## src/rtl/inst_mem_loader_pkg.sv

```systemverilog
// Shared types and constants for the instruction-memory loader.
package inst_mem_loader_pkg;

  typedef enum logic [1:0] {
    ST_IDLE  = 2'd0,
    ST_LOAD  = 2'd1,
    ST_WRITE = 2'd2,
    ST_DONE  = 2'd3
  } loader_state_e;

  localparam int unsigned BYTE_W         = 8;
  localparam int unsigned BYTES_PER_INST = 4;
  localparam int unsigned BYTE_IDX_W     = 2;
  localparam int unsigned WORD_W         = BYTE_W * BYTES_PER_INST;

  // addi x0, x0, 0
  localparam logic [31:0] RV_NOP_INST = 32'h0000_0013;

endpackage

```

## src/rtl/inst_mem_loader_byte_packer.sv

```systemverilog
// Little-endian byte-lane packer: inserts each pushed byte at the next lane of a word.
module inst_mem_loader_byte_packer
  import inst_mem_loader_pkg::*;
(
  input  logic              clock,
  input  logic              reset_n,
  input  logic              clear,
  input  logic              push,
  input  logic [BYTE_W-1:0] push_data,
  output logic [WORD_W-1:0] word,
  output logic              full_c
);

  logic [BYTE_IDX_W-1:0] byte_idx;

  // High on the push that fills the top lane; the index wraps back to 0 with it.
  assign full_c = push && (byte_idx == BYTE_IDX_W'(BYTES_PER_INST - 1));

  always_ff @(posedge clock or negedge reset_n) begin
    if (!reset_n) begin
      word     <= '0;
      byte_idx <= '0;
    end else if (clear) begin
      word     <= '0;
      byte_idx <= '0;
    end else if (push) begin
      byte_idx <= byte_idx + BYTE_IDX_W'(1);
      for (int unsigned i = 0; i < BYTES_PER_INST; i++) begin
        if (byte_idx == BYTE_IDX_W'(i)) begin
          word[BYTE_W*i +: BYTE_W] <= push_data;
        end
      end
    end
  end

endmodule

```

## src/rtl/inst_mem_loader.sv

```systemverilog
// Loads a byte stream into the instruction memory as packed words and arbitrates
// the single memory port between the loader and the CPU fetch path.
module inst_mem_loader
  import inst_mem_loader_pkg::*;
#(
  parameter int unsigned    XLEN      = 32,
  parameter int unsigned    ILEN      = 32,
  parameter int unsigned    MEM_SIZE  = 1024,
  parameter int unsigned    BASE_ADDR = 0,
  parameter logic [ILEN-1:0] NOP_INST = ILEN'(RV_NOP_INST)
) (
  input  logic            clock,
  input  logic            reset_n,
  input  logic            start,
  input  logic [XLEN-1:0] length,
  input  logic [7:0]      byte_data,
  input  logic            byte_valid,
  output logic            byte_ready,
  input  logic [XLEN-1:0] fetch_pc,
  output logic [ILEN-1:0] fetch_inst,
  output logic            fetch_stall,
  output logic [XLEN-1:0] mem_pc,
  output logic [ILEN-1:0] mem_wdata,
  output logic            mem_write_en,
  input  logic [ILEN-1:0] mem_inst,
  output logic            busy,
  output logic            done,
  output logic            error
);

  loader_state_e   state_q;
  logic [XLEN-1:0] remaining_q;
  logic [XLEN-1:0] wr_addr_q;
  logic [WORD_W-1:0] packed_word;

  logic            accept_c;
  logic            clear_c;
  logic            full_c;
  logic            last_byte_c;
  logic            oob_c;
  logic [XLEN:0]   end_addr_c;

  assign accept_c    = byte_valid && byte_ready;
  assign clear_c     = (state_q != ST_LOAD);
  assign last_byte_c = (remaining_q == XLEN'(1));

  // One extra bit so a huge length cannot wrap past the bound unnoticed.
  assign end_addr_c = {1'b0, length} + (XLEN+1)'(BASE_ADDR);
  assign oob_c      = end_addr_c > (XLEN+1)'(MEM_SIZE);

  inst_mem_loader_byte_packer u_packer (
    .clock     (clock),
    .reset_n   (reset_n),
    .clear     (clear_c),
    .push      (accept_c),
    .push_data (byte_data),
    .word      (packed_word),
    .full_c    (full_c)
  );

  // Sequencer: state plus registered handshake/status outputs.
  always_ff @(posedge clock or negedge reset_n) begin
    if (!reset_n) begin
      state_q      <= ST_IDLE;
      remaining_q  <= '0;
      wr_addr_q    <= '0;
      byte_ready   <= 1'b0;
      mem_write_en <= 1'b0;
      busy         <= 1'b0;
      done         <= 1'b0;
      error        <= 1'b0;
    end else begin
      done  <= 1'b0;
      error <= 1'b0;
      case (state_q)
        ST_IDLE: begin
          if (start) begin
            if (length == '0) begin
              state_q <= ST_DONE;
              busy    <= 1'b1;
              done    <= 1'b1;
            end else if (oob_c) begin
              error <= 1'b1;
            end else begin
              state_q     <= ST_LOAD;
              remaining_q <= length;
              wr_addr_q   <= XLEN'(BASE_ADDR);
              busy        <= 1'b1;
              byte_ready  <= 1'b1;
            end
          end
        end
        ST_LOAD: begin
          if (accept_c) begin
            remaining_q <= remaining_q - XLEN'(1);
            if (full_c || last_byte_c) begin
              state_q      <= ST_WRITE;
              byte_ready   <= 1'b0;
              mem_write_en <= 1'b1;
            end
          end
        end
        ST_WRITE: begin
          mem_write_en <= 1'b0;
          wr_addr_q    <= wr_addr_q + XLEN'(BYTES_PER_INST);
          if (remaining_q != '0) begin
            state_q    <= ST_LOAD;
            byte_ready <= 1'b1;
          end else begin
            state_q <= ST_DONE;
            done    <= 1'b1;
          end
        end
        ST_DONE: begin
          state_q <= ST_IDLE;
          busy    <= 1'b0;
        end
        default: begin
          state_q      <= ST_IDLE;
          byte_ready   <= 1'b0;
          mem_write_en <= 1'b0;
          busy         <= 1'b0;
        end
      endcase
    end
  end

  // Port arbitration: the loader owns the memory port whenever busy.
  assign mem_pc      = busy ? wr_addr_q : fetch_pc;
  assign fetch_inst  = busy ? NOP_INST : mem_inst;
  assign fetch_stall = busy;
  assign mem_wdata   = ILEN'(packed_word);

endmodule

```

## config.mk

```make
export PLATFORM = sky130hd
export DESIGN_NAME = inst_mem_loader
export DESIGN_NICKNAME = d
export VERILOG_FILES = /design/src/rtl/inst_mem_loader_pkg.sv /design/src/rtl/inst_mem_loader_byte_packer.sv /design/src/rtl/inst_mem_loader.sv
export SDC_FILE = /design/constraint.sdc
export NUM_CORES = 1
export LEC_CHECK = 0
export CAP_MARGIN = 20
export CORE_ASPECT_RATIO = 1.5
export CORE_UTILIZATION = 46
export DETAILED_ROUTE_END_ITERATION = 10
export PLACE_DENSITY = 0.88
export REMOVE_ABC_BUFFERS = 1
export SLEW_MARGIN = 20
export SYNTH_ARGS = -nofsm -noshare
export SYNTH_HDL_FRONTEND = slang
export SYNTH_SLANG_ARGS = --single-unit
export TNS_END_PERCENT = 5
```

## constraint.sdc

```tcl
create_clock -name clock -period 2.8 [get_ports clock]
set_input_delay 0.56 -clock clock [delete_from_list [all_inputs] [get_ports clock]]
set_output_delay 0.56 -clock clock [all_outputs]
set_load 0.02 [all_outputs]
```

==> results of run 1 <==
==> path summary, 6_finish.rpt <==
path                                               end  slack (ns)                   startpoint  depth (start not counted)
min in group clock         remaining_q[31]$_DFFE_PN0P_        0.49  remaining_q[31]$_DFFE_PN0P_                          1
max in group asynchronous               done$_DFF_PN0_        2.09                      reset_n                          2
hold / removal               wr_addr_q[25]$_DFFE_PN0P_        0.09                      reset_n                          1
setup / recovery             wr_addr_q[31]$_DFFE_PN0P_        0.11                    length[1]                          8
hold reg to reg            remaining_q[31]$_DFFE_PN0P_        0.49  remaining_q[31]$_DFFE_PN0P_                          1
setup reg to reg           remaining_q[26]$_DFFE_PN0P_        0.15  remaining_q[15]$_DFFE_PN0P_                          7
==> cell usage after synthesis (3+ instances only) <==
library cell    n
a31oi_1         3
o211ai_1        8
or4_1           7
a21oi_1        58
buf_1           5
o22ai_1         3
o2111ai_1      15
mux2_2         31
and3_1         10
o31a_1          3
o21ai_0        46
or3_1           4
o21a_1          3
a22o_1          4
nand3_1        37
a21o_1          3
nor2_1         66
nand2b_1        4
inv_1           9
buf_2           4
nand4_1         8
clkbuf_1       31
nor4_1         11
ha_1            8
dfrtp_1       103
buf_4           3
nor2b_1        34
nand2_1        89
and2_1          9
nor3_1         15
or2_2           8
o221a_2         3
mux2i_1         6
xor2_1         23
==> state kept, by name (all words and copies together) (netlist names) <==
| register | flops |
|---|---|
| remaining_q | 32 |
| u_packer.word | 32 |
| wr_addr_q | 30 |
| state_q | 2 |
| u_packer.byte_idx | 2 |
| busy | 1 |
| byte_ready | 1 |
| done | 1 |
| error | 1 |
| mem_write_en | 1 |
==> layout by cell type (no fill, tap or decap), drive strengths merged, types with 11 or more instances in the layout <==
master and instances:
buf 42, nand2 89, nor2 67, clkdlybuf4s50 200
a21oi 58, o21ai 46, mux2 31, o2111ai 15
dfrtp 103, nor2b 34, xor2 23, nor4 11
nor3 15, nand3 37
==> logic make-up (layout without fill, tap and decap cells) <==
kind of cell               after synthesis  after routing
xor gates and xnor gates                24             24
other                                    0              2
and+or+nand+nor                        308            308
DFF                                    103            103
AOI/OAI and AO/OA                      163            163
muxes                                   37             37
adders and majority gates                8              8
buffers and inverters                   53            275
==> worst reg2reg max path: cells and delay by family, from the launching register on <==
family,cells,cell delay [ns]
and+or+nand+nor,3,1.59
AOI/OAI and AO/OA,3,0.30
DFF,1,0.41
buffers and inverters,1,0.22
==> area by class of cell <==
class	instances	area share
Clock inverter	6	0.007750
Clock buffer	10	0.02691
Tap cell	156	0.02198
Antenna cell	2	0.0005636
Timing Repair Buffer	250	0.2788
Inverter	9	0.003804
Sequential cell	103	0.2904
Multi-Input combinational cell	540	0.3697
==> per-stage QoR <==
step	worst slack (ns)	instances	util	instance area, um2	hold slack [ns]
finish	0.1109	1076	0.7027	8880	0.09004
global route	0.03557	1075	0.7025	8877	0.1010
CTS	-0.01619	1072	0.6994	8838	0.08803
detailed placement	-0.5895	1053	0.6703	8471	0.4558
global placement	-0.5123	1053	0.6703	8471	0.4528
floorplan	-1.379	652	-	5849	0.2644
==> metal layers <==
metal,vias up,part of all wire,routed length (um)
met3,29,0.068,1197
met5,-,0,0
met4,0,0.026,464
met1,2921,0.37,6607
li1,2912,-,-
met2,288,0.53,9392
==> what timing repair did <==
| item | in CTS | in global routing |
|---|---|---|
| gates cloned | 0 | 1 |
| hold endpoints to repair | 0 | 0 |
| endpoints found under the setup margin | 61 | 53 |
| buffers inserted | 3 | 1 |
| pin swaps | 7 | 7 |
| resized for setup | 20 | 10 |
==> where the power goes <==
part	leakage [nW]	internal [mW]	switching (mW)	total, mW
sequential	1.38	1.49	0.000622	1.49
combinational	2.16	0.150	0.0756	0.226
clock	0.149	0.722	0.556	1.28
==> results.ini, run 1 <==
[min_path]
hold_class = input pin to async pin

[global_routing]
use_met2 = 0.4820
gr-usage-all-layers = 0.2672
overflow = 0
grt_pass1_wl_um = 28320
grt-busiest-layer = met2
grt_max_degree = 69
grt_pass1_vias = 5980
antenna_found_initial = 2
met1_usage = 0.3072
met3_usage = 0.04701

[yosys]
synth_compound_gate_area_share = 0.1695
synth_xor_area_frac = 0.03485
syn_inst = 696
syn_area_mm2 = 0.006032
yosys-top-cells-area = dfrtp_1 43%, mux2_2 5.8%, nand2_1 5.5%, a21oi_1 4.8%, nor2_1 4.1%
yosysTopAreaCellShare = 0.4273
synth_area_leader_cell = dfrtp_1
synthAdderAreaFrac = 0.01659
yosys_warnings = 0
ys_seq_area_frac = 0.4273
synth_ff_type = dfrtp_1
synth_async_sr_flop_share = 1.000
synthDistinctLibCells = 51
synth_top_family_by_area = simple AND/OR/NAND/NOR gates
synth-simple-area-share = 0.2481
synth_edf_count = 0
ys_ff_latch = 103
synth.area.mux_share = 0.06783
syn-mean-instance-area_um2 = 8.667

[worst_setup_path]
crit_fanout = 7
crit_top_cell = or4_4
crit_chain = dlygate4sd2_1, or4_4, or4_4, a211oi_2, buf_4, o211ai_1, or3_1, a21oi_1
start_kind = input pin
arrival_ns = 2.96
critPathCaptureType = flop
cp.required_ns = 3.07
crit_family = simple AND/OR/NAND/NOR gates
worstSetupPathType = input pin to flop
slowest_delay_ns = 0.54
path_buf_inv = 2
critPathSlowestCell = or4_4

[pwr]
leakage_nw = 3.686
peakVddDrop_uv = 266.7
p_per_area_mw_per_mm2 = 337.0
total_power_mw = 2.993

[layout]
multi_input_area_mm2 = 0.003283
final_nets = 1029
area_growth_pct = 47.21
ff_latch_area_mm2 = 0.002579
fill_cells = 964
layout-drive-gt1-share = 0.1231

[detailed_routing]
drc = 0
wl_um = 17660
num_vias = 6150
viasPerCell = 5.716
drtAntennaViolNets = 0
wl_per_cell_um = 16.41
drt_iter0_drc = 329
drt-pass1-iter-count = 5

[sta]
skew_ns = 0.007475
finalSetupTns_ns = 0
report.final.hold_viol_count = 0
max_slew_margin = 0.6210
fin_crit_sh = 0.9604
setup_violations = 0
maxSlewViolCount = 0
fin_crit_ns = 2.689
rsz0062_at_grt = no
timing.fmax_mhz = 371.9
worstMarginPinSlew_ns = 0.5642

[floorplan]
io_pins = 210
die_area_mm2 = 0.01358
core_mm2 = 0.01264
start_util = 0.4773
floorplan.rows = 50
die_h_um = 142.3
dieWidth_um = 95.50

[cts]
cts_buffers = 9
clkTransAtPathRegs_ns = 0.07
htreeDepth = 3
insertion_delay_ns = 0.34
cts.sinks = 103
hold_buffers = 0
cts-root-buf = clkbuf_16
clockBufferDepth = 2
cts_tree = yes

[placed_design]
gp_congestion = 0.8808
port_buffers = 209
hpwlAfterDp_um = 13160

[job]
drv_cap = 0

[outcome]
status = finished, final reports clean

No activity file was read; power rests on OpenSTA's default activity.
==> inputs of run 2 (changes only) <==
CAP_MARGIN = 40   (was 20)
CORE_UTILIZATION = 40   (was 46)
PLACE_DENSITY = 0.83   (was 0.88)
==> run 2 against run 1 <==
Compared with the run above:
- first-iteration DRC count decreased by 9.1%
- cell count increased by 4.1%
- combinational power increased by 7%
- register-to-register slack improved by 0.16 ns
- critical path depth unchanged
- maximum frequency increased by 0.88%
- utilization decreased by 9.1 points
- clock skew increased by 0.00087 ns
- via count decreased by 0.41%
- sequential power about the same
- global-route usage decreased by 3.2 points
- clock power about the same
- critical endpoint is now remaining_q[20]$_DFFE_PN0P_
- highest routed layer unchanged
==> results.ini, run 2 (synthesis results as in run 1) <==
[pwr]
power_frac_comb = 0.080
internal-power_mw = 2.383
switchingPower_mw = 0.6165
p_sw_frac = 0.2055
seqPwrFrac = 0.496
peakVddDrop_uv = 213.2
leakage_nw = 3.706
power_frac_clock = 0.423
p_per_area_mw_per_mm2 = 334.3

[cts]
cts_buffers = 9
cts-root-buf = clkbuf_16
hold_buffers = 0
clkTransAtPathRegs_ns = 0.07
clockBufferDepth = 2
insertion_delay_ns = 0.35
htreeDepth = 3
cts_tree = yes
cts.sinks = 103

[min_path]
hold_class = input pin to async pin

[worst_setup_path]
start_kind = input pin
crit_fanout = 6
crit_start = length[5]
crit_chain = clkdlybuf4s50_1, or2_4, or4_4, a2111oi_4, nand2b_4, buf_4, o21a_1, o22a_1
reg2reg_slack_ns = 0.31
reg2reg_to = remaining_q[22]$_DFFE_PN0P_
path_buf_inv = 2
r2r-start = remaining_q[15]$_DFFE_PN0P_
crit_family = simple AND/OR/NAND/NOR gates
worstSetupPathType = input pin to flop
critPathCaptureType = flop
slowest_delay_ns = 0.57
r2r_cells = 7
cp.required_ns = 3.08
arrival_ns = 2.95
critPathSlowestCell = or4_4

[sta]
worstMarginPinSlew_ns = 0.6661
fin_crit_ns = 2.666
rsz0062_at_grt = no
setup_violations = 0
max_slew_margin = 0.5560
fin_crit_sh = 0.9520
skew_ns = 0.008342
timing.fmax_mhz = 375.2
report.final.hold_viol_count = 0
maxSlewViolCount = 0
whs_ns = 0.1121

[global_routing]
overflow = 0
grt_pass1_wl_um = 28790
antenna_found_initial = 0
grt_pass1_vias = 6017
gr-usage-all-layers = 0.2350
grt_max_degree = 57

[layout]
top_regs = remaining_q x32, u_packer.word x32, wr_addr_q x30
area_growth_pct = 48.75
postLayoutCoreUtil = 0.6120
layout-drive-gt1-share = 0.1245
final_cell_mix = 200 x clkdlybuf4s50_1, 102 x dfrtp_1, 89 x nand2_1
final_nets = 1036
final_common_cell = clkdlybuf4s50_1
fin_area_mm2 = 0.008972
n_antenna_cell = 0

[detailed_routing]
viasPerCell = 5.469
drc = 0
drt-pass1-iter-count = 6
wl_per_cell_um = 16.19
wl_um = 18140
drtAntennaViolNets = 0
drt_iter0_drc = 299
num_vias = 6125

[floorplan]
core_mm2 = 0.01466
io_pins = 210
die_h_um = 152.4
floorplan.rows = 54
die_area_mm2 = 0.01559
dieWidth_um = 102.3
start_util = 0.4114

[outcome]
status = finished, final reports clean

[placed_design]
hpwlAfterDp_um = 13730
dpl-instance-area_mm2 = 0.008588
port_buffers = 209
gp_congestion = 0.9249

[job]
drv_cap = 0

run 2: cell types whose count changed in the layout (fill, tap and decap cells not counted), moves of 2 or more:
cell	delta
buf_4	+8
o21ai_0	+8
o21ai_1	-7
buf_6	-3
buf_8	+2
clkinv_4	-2
diode_2	-2
dlygate4sd2_1	+2
dlymetal6s2s_1	-2
run 2: cell type report:
cell class / count / area, um2
multi-input cells: 540 / 3271
well taps: 196 / 245.2
clock inverters: 3 / 42.54
clock buffers: 12 / 256.5
inverters: 9 / 33.78
fillers: 1254 / 5689
repair buffers: 257 / 2545
flip-flops and latches: 103 / 2579
run 2: how the worst max path moves through the flow:
stage	endpoint	slack (ns)	cells after the start
CTS	remaining_q[20]$_DFFE_PN0P_	0.01	8
global route	remaining_q[2]$_DFFE_PN0P_	0.02	8
detailed placement	remaining_q[6]$_DFFE_PN0P_	-0.62	8
finish	remaining_q[20]$_DFFE_PN0P_	0.13	8
floorplan	remaining_q[1]$_DFFE_PN0P_	-1.38	6
global placement	remaining_q[2]$_DFFE_PN0P_	-0.53	8
run 2: what timing repair did:
| item | 4_1_cts | 5_1_grt |
|---|---|---|
| gates resized for setup | 13 | 9 |
| buffers inserted | 0 | 2 |
| gates cloned | 0 | 1 |
| setup endpoints to repair | 61 | 51 |
| pin swaps | 4 | 4 |
run 2: metal layers:
layer	global-route usage	wire, um
met2	0.4426	9819
met5	0	0
met1	0.2602	6899
met3	0.03532	1013
met4	0.07891	402
run 2: per-stage QoR:
| step | std cells | worst slack (ns) | setup TNS [ns] | total power [mW] |
|---|---|---|---|---|
| global placement | 1102 | -0.5327 | -24.94 | 1.757 |
| floorplan | 652 | -1.379 | -58.95 | 1.539 |
| global route | 1120 | 0.01838 | 0 | 3.083 |
| detailed placement | 1102 | -0.6154 | -29.51 | 1.759 |
| finish | 1120 | 0.1344 | 0 | 3.000 |
| CTS | 1117 | 0.01322 | 0 | 3.021 |
run 2: power groups by stage:
stage	combinational, mW	sequential [mW]	clock, mW
floorplan	0.0206	1.52	0
global placement	0.240	1.52	0
detailed placement	0.242	1.52	0
CTS	0.243	1.49	1.29
global route	0.258	1.49	1.34
finish	0.241	1.49	1.27
